===== src/rtl/alu_pkg.sv =====
// alu_pkg: opcode constants, default widths and FSM state type shared by the ALU arbiter slice
package alu_pkg;
  localparam int DEF_DATA_W = 32;
  localparam int DEF_OP_W = 4;
  localparam logic [3:0] OP_ADD = 4'b0100;
  localparam logic [3:0] OP_INC = 4'b0101;
  localparam logic [3:0] OP_NEG = 4'b0110;
  localparam logic [3:0] OP_SUB = 4'b0111;
  typedef enum logic [1:0] {IDLE, EXEC, HOLD} state_t;
endpackage


===== src/rtl/alu.sv =====
// alu: combinational add/increment/negate/subtract; unknown opcodes yield zero, results wrap
module alu
  import alu_pkg::*;
#(
  parameter int DATA_W = DEF_DATA_W,
  parameter int OP_W = DEF_OP_W
) (
  input  logic [OP_W-1:0]   op,
  input  logic [DATA_W-1:0] a,
  input  logic [DATA_W-1:0] b,
  output logic [DATA_W-1:0] y
);
  // opcode decode into the wrapped arithmetic result
  always_comb
    y = op == OP_W'(OP_ADD) ? a + b :
        op == OP_W'(OP_INC) ? a + DATA_W'(1) :
        op == OP_W'(OP_NEG) ? DATA_W'(0) - a :
        op == OP_W'(OP_SUB) ? a - b : '0;
endmodule


===== src/rtl/rr_arb2.sv =====
// rr_arb2: two-way round-robin grant; pointer moves only when a grant is accepted
module rr_arb2 (
  input  logic       clk,
  input  logic       rst,
  input  logic [1:0] valid,
  input  logic       accept,
  output logic [1:0] grant
);
  logic last;
  // last granted requester; reset value 1 so requester 0 wins the first tie
  always_ff @(posedge clk or posedge rst)
    if (rst) last <= 1'b1;
    else if (accept) last <= grant[1];
  assign grant = valid == 2'b11 ? (last ? 2'b01 : 2'b10) : valid;
endmodule


===== src/rtl/alu_arbiter.sv =====
// alu_arbiter: two requesters share one ALU through round-robin arbitration; ALU_ARBITER_ERR_EN enables illegal-opcode reporting
module alu_arbiter
  import alu_pkg::*;
#(
  parameter int DATA_W = DEF_DATA_W,
  parameter int OP_W = DEF_OP_W
) (
  input  logic              clk,
  input  logic              rst,
  input  logic [1:0]        req_valid,
  output logic [1:0]        req_ready,
  input  logic [OP_W-1:0]   req_op0,
  input  logic [OP_W-1:0]   req_op1,
  input  logic [DATA_W-1:0] req_a0,
  input  logic [DATA_W-1:0] req_b0,
  input  logic [DATA_W-1:0] req_a1,
  input  logic [DATA_W-1:0] req_b1,
  output logic              rsp_valid,
  input  logic              rsp_ready,
  output logic              rsp_id,
  output logic [DATA_W-1:0] rsp_out,
  output logic              rsp_z,
  output logic              rsp_n,
  output logic              rsp_err
);
  state_t state, state_nx;
  logic [1:0] grant;
  logic accept, id_r;
  logic [OP_W-1:0] op_r;
  logic [DATA_W-1:0] a_r, b_r, y;
  rr_arb2 u_arb (.clk(clk), .rst(rst), .valid(req_valid), .accept(accept), .grant(grant));
  alu #(.DATA_W(DATA_W), .OP_W(OP_W)) u_alu (.op(op_r), .a(a_r), .b(b_r), .y(y));
  assign req_ready = state == IDLE && !rst ? grant : 2'b00;
  assign accept = |(req_valid & req_ready);
  assign rsp_valid = state == HOLD;
  // state register
  always_ff @(posedge clk or posedge rst)
    if (rst) state <= IDLE;
    else state <= state_nx;
  // IDLE waits for an accept, EXEC lasts one cycle, HOLD waits for the consumer
  always_comb
    state_nx = state == IDLE ? (accept ? EXEC : IDLE) :
               state == EXEC ? HOLD :
               state == HOLD && !rsp_ready ? HOLD : IDLE;
  // capture the granted request, then latch the ALU result into the response registers
  always_ff @(posedge clk or posedge rst)
    if (rst) begin
      op_r <= '0;
      a_r <= '0;
      b_r <= '0;
      id_r <= 1'b0;
      rsp_out <= '0;
      rsp_z <= 1'b0;
      rsp_n <= 1'b0;
      rsp_id <= 1'b0;
    end else if (accept) begin
      op_r <= req_ready[1] ? req_op1 : req_op0;
      a_r <= req_ready[1] ? req_a1 : req_a0;
      b_r <= req_ready[1] ? req_b1 : req_b0;
      id_r <= req_ready[1];
    end else if (state == EXEC) begin
      rsp_out <= y;
      rsp_z <= y == '0;
      rsp_n <= y[DATA_W-1];
      rsp_id <= id_r;
    end
`ifdef ALU_ARBITER_ERR_EN
  logic err_r;
  // flag opcodes outside the defined ADD..SUB range
  always_ff @(posedge clk or posedge rst)
    if (rst) err_r <= 1'b0;
    else if (state == EXEC) err_r <= op_r < OP_W'(OP_ADD) || op_r > OP_W'(OP_SUB);
  assign rsp_err = err_r;
`else
  assign rsp_err = 1'b0;
`endif
endmodule


===== config.mk =====
export PLATFORM = sky130hd
export DESIGN_NAME = alu_arbiter
export DESIGN_NICKNAME = d
export VERILOG_FILES = /design/src/rtl/alu_pkg.sv /design/src/rtl/alu.sv /design/src/rtl/rr_arb2.sv /design/src/rtl/alu_arbiter.sv
export SDC_FILE = /design/constraint.sdc
export NUM_CORES = 1
export LEC_CHECK = 0
export BUFFER_PORTS_ARGS = -buffer_cell sky130_fd_sc_hd__buf_4
export CAP_MARGIN = 20
export CORE_MARGIN = 5
export CORE_UTILIZATION = 35
export CTS_BUF_LIST = sky130_fd_sc_hd__clkbuf_2
export DETAILED_ROUTE_END_ITERATION = 8
export HOLD_SLACK_MARGIN = 0.02
export SLEW_MARGIN = 25
export SYNTH_ARGS = -nofsm -noshare
export SYNTH_HDL_FRONTEND = slang
export SYNTH_SLANG_ARGS = --single-unit

===== constraint.sdc =====
create_clock -name clk -period 10.9 [get_ports clk]
set_input_delay 0.545 -clock clk [delete_from_list [all_inputs] [get_ports clk]]
set_output_delay 0.545 -clock clk [all_outputs]
set_load 0.02 [all_outputs]

==> impl_metrics.toml <==
[grt]
grt_pass1_vias = 11140
grt_usage = 0.2335
grt_max_degree = 78
grt_pass1_wl_um = 63260
antenna_found_initial = 1
gr-total-overflow = 0

[die]
core_area_um2 = 30430
fp.dieW_um = 185.0
dieHeight_um = 185.0
ios = 180
row_count = 64
start_util = 0.3524
die-area_um2 = 34240

[hold_path]
min_path_type = "in -> reg"

[worst_setup_path]
startpoint_type = "flop"
critPathBufInv = 1
critical_path_depth = 14
critPathMaxFanout = 9
r2r_end = "rsp_z$_DFFE_PP0P_"
cp-endpoint = "rsp_z$_DFFE_PP0P_"
reg2reg_depth = 14
worstPathCellList = "ha_1 -> fa_1 -> nor2b_1 -> o311ai_1 -> a2111oi_0 -> buf_4 -> nor4_1 -> nor3_1 -> o41ai_1 -> mux2_2 -> a21oi_1 -> o211a_1 -> or3b_1 -> o41ai_2"
r2r-start = "a_r[0]$_DFFE_PP0N_"
crit_family = "compound AO/OA/AOI/OAI gates"
critical_path_class = "reg -> reg"
cpMaxStageDelayCell = "dfrtp_1"
worst-r2r-setup-slack_ns = 5.87
crit_start = "a_r[0]$_DFFE_PP0N_"
worstPathRequired_ns = 11.51
critPathArrivalTime_ns = 5.63
critPathMaxStageDelay_ns = 0.57
critPathCaptureType = "flop"

[detailed_routing]
avgViaCountPerCell = 5.842
routed_wirelength_um = 41460
drt_iter0_markers = 1006
avgRoutedWirePerCell_um = 20.52
drc = 0
vias = 11800
ant_nets = 0
dr.pass1.iters = 7

[final_layout]
syn_to_final_growth_pct = 19.76
final_util = 0.4221
nFillCells = 3216
stdcell_area_um2 = 12840
drive_gt1_frac = 0.1627
nNetsFinal = 1826
final_cells = 2020

[pwr]
power.switching_mw = 2.773
seqPwrFrac = 0.201
vdd_drop_max_v = 0.0001231
power_density_nw_per_um2 = 365.0
swShare = 0.5914
power_frac_comb = 0.755
p_int_mw = 1.915
power_leakage_nw = 5.637
clkPwrFrac = 0.044

[timing]
setup_tns_ns = 0
worst_pin_slew_ns = 1.059
setup_viol = 0
maxSlewViolCount = 0
rsz0062_at_grt = "false"
skew_ns = 0.04928
min_period_over_period = 0.4611
period_minus_slack_ns = 5.026
slew_headroom = 0.2929
fmax_ghz = 0.1990
hold_viol_final = 0

[synthesis]
yosysUniqueCellTypes = 87
dominantRegCellSynth = "dfrtp_1"
synth_async_sr_flop_share = 1.000
avgSynthCellArea_um2 = 7.236
ys_seq_area_frac = 0.2475
synthesis.area_um2 = 10720
ys_ff_latch = 106
syn_inst = 1482
synth_edf_count = 0
yosysWarnings = 0
synth_nets = 1690

[cts]
cts.path.max_buffers = 2
cts_tree = "yes"
numCtsBuffers = 9
root_buffer = "clkbuf_2"
clk_pin_slew_ns = 0.37
cts.htree.levels = 3
postCtsSetupBuffers = 0
cts_num_sinks = 106
insertion_delay_ns = 0.71

[placement]
placed_area_um2 = 12280
portBuffers = 178
dp_hpwl_um = 31370
placedCellCount = 1958
gp_congestion = 1.005

[outcome]
outcome = "finished clean"

[job]
drv_cap = 0
-- power groups by stage --
stage | combinational (mW) | clock [mW] | sequential [mW]
2_1_floorplan | 2.52 | 0 | 0.794
3_3_place_gp | 3.46 | 0 | 0.938
3_5_place_dp | 3.44 | 0 | 0.949
4_1_cts | 3.47 | 0.214 | 0.938
5_1_grt | 3.86 | 0.226 | 0.976
6_report | 3.54 | 0.207 | 0.943
-- synth_stat cells (all sizes together), types with 5 or more instances --
cell type    n  share of area
nand4       21          0.012
a21oi       85          0.040
dfrtp      105           0.25
and3         7         0.0041
nor2       160          0.056
and2        12         0.0070
nand2      244          0.085
inv         74          0.026
a21o        17          0.012
o2111ai      5         0.0041
xor2        15          0.012
xnor2       23          0.019
nor2b       13         0.0076
or3          7         0.0041
a31oi       87          0.051
o31a        11         0.0090
nor4        25          0.017
a221oi       6         0.0061
o221ai      12         0.0098
buf         18         0.0084
a211oi      21          0.016
o22ai       10         0.0058
o211ai      18          0.013
nand3       38          0.018
a221o        9         0.0084
mux2i       12          0.011
clkbuf      95          0.033
a2111oi      7         0.0075
ha          65          0.076
o41ai        5         0.0048
mux2        17          0.018
o31ai       15          0.011
o21a         7         0.0049
nor3        46          0.022
o21ai       56          0.026
nand2b      15         0.0094
or4         10         0.0077
or2          7         0.0041
o21bai      10         0.0070
-- worst min path at each step --
stage / from / to / slack (ns) / depth (start not counted)
detailed placement: u_arb.last$_DFFE_PP1N_ / u_arb.last$_DFFE_PP1N_ / 0.46 / 2
finish: req_b0[20] / b_r[20]$_DFFE_PP0N_ / 0.03 / 3
floorplan: id_r$_DFFE_PP0N_ / id_r$_DFFE_PP0N_ / 0.44 / 2
global route: req_b0[14] / b_r[14]$_DFFE_PP0N_ / 0.02 / 3
global placement: id_r$_DFFE_PP0N_ / id_r$_DFFE_PP0N_ / 0.46 / 2
CTS: req_op1[0] / op_r[0]$_DFFE_PP0N_ / 0.02 / 3
-- per-stage QoR --
step	power, mW	hold slack (ns)	setup slack [ns]
6_report	4.688	0.03440	5.874
5_1_grt	5.064	0.02151	5.643
4_1_cts	4.625	0.02068	5.929
3_5_place_dp	4.392	0.4648	6.043
3_3_place_gp	4.396	0.4569	6.148
2_1_floorplan	3.317	0.4431	6.975
-- kinds of logic after synthesis --
| group | Yosys count | share of synthesized area |
|---|---|---|
| AO/OA/AOI/OAI | 428 | 0.2748 |
| XOR/XNOR | 38 | 0.03103 |
| adder cells (fa/ha/maj) | 67 | 0.07957 |
| buffers and inverters | 190 | 0.06872 |
| flip-flops | 106 | 0.2475 |
| multiplexers | 29 | 0.02905 |
| other | 1 | 0.0003497 |
| AND/OR/NAND/NOR | 623 | 0.2690 |
-- area by class of cell --
class / count / area (um2) / share of cell area
antenna: 1 / 2.502 / 0.0001948
multi-input combinational: 1186 / 7386 / 0.5751
clock inverter: 7 / 70.07 / 0.005455
timing repair buffer: 238 / 1899 / 0.1479
sequential: 106 / 2654 / 0.2066
clock buffer: 9 / 45.04 / 0.003507
inverter: 77 / 291.5 / 0.02270
tap: 396 / 495.5 / 0.03858
-- placed cells by master, fill, tap and decap left out, types with 14 or more instances in the layout --
master           n
dlygate4sd3_1   45
a21oi_1         85
dfrtp_1        105
mux2_2          17
xor2_1          15
o31ai_1         15
nand2_1        244
xnor2_1         23
ha_1            65
nand4_1         21
o21ai_0         55
nor3_1          44
a211oi_1        19
nand2b_1        14
nand3_1         36
inv_1           73
a31oi_1         87
buf_4          193
nor4_1          23
nor2_1         160
o211ai_1        17
a21o_1          17
-- worst min-delay path, delay by kind of cell --
kind                   cells  cell delay (ns)
buffers and inverters      1             0.10
AO/OA/AOI/OAI              1             0.08
AND/OR/NAND/NOR            1             0.05
-- repair_timing --
item                                    in CTS  in global routing
endpoints found under the hold margin       76                 12
resized for setup                            0                  0
hold buffers                                33                 12
endpoints found under the setup margin       0                  0
-- layer usage --
metal  global-route usage  vias to the layer above  wire length, um
met2               0.3587                      468            18220
met1               0.3468                     5647            19370
li1                     -                     5640                -
met3              0.03555                       45             3201
met4              0.05167                        0              660
met5                    0                        -                0
-- sequential cells by signal (all words and copies together), names as in the netlist, 2 cells and up --
signal   flops
b_r         32
state        2
op_r         4
rsp_out     32
a_r         32
Note: power is estimated with default switching activity, not from simulation.
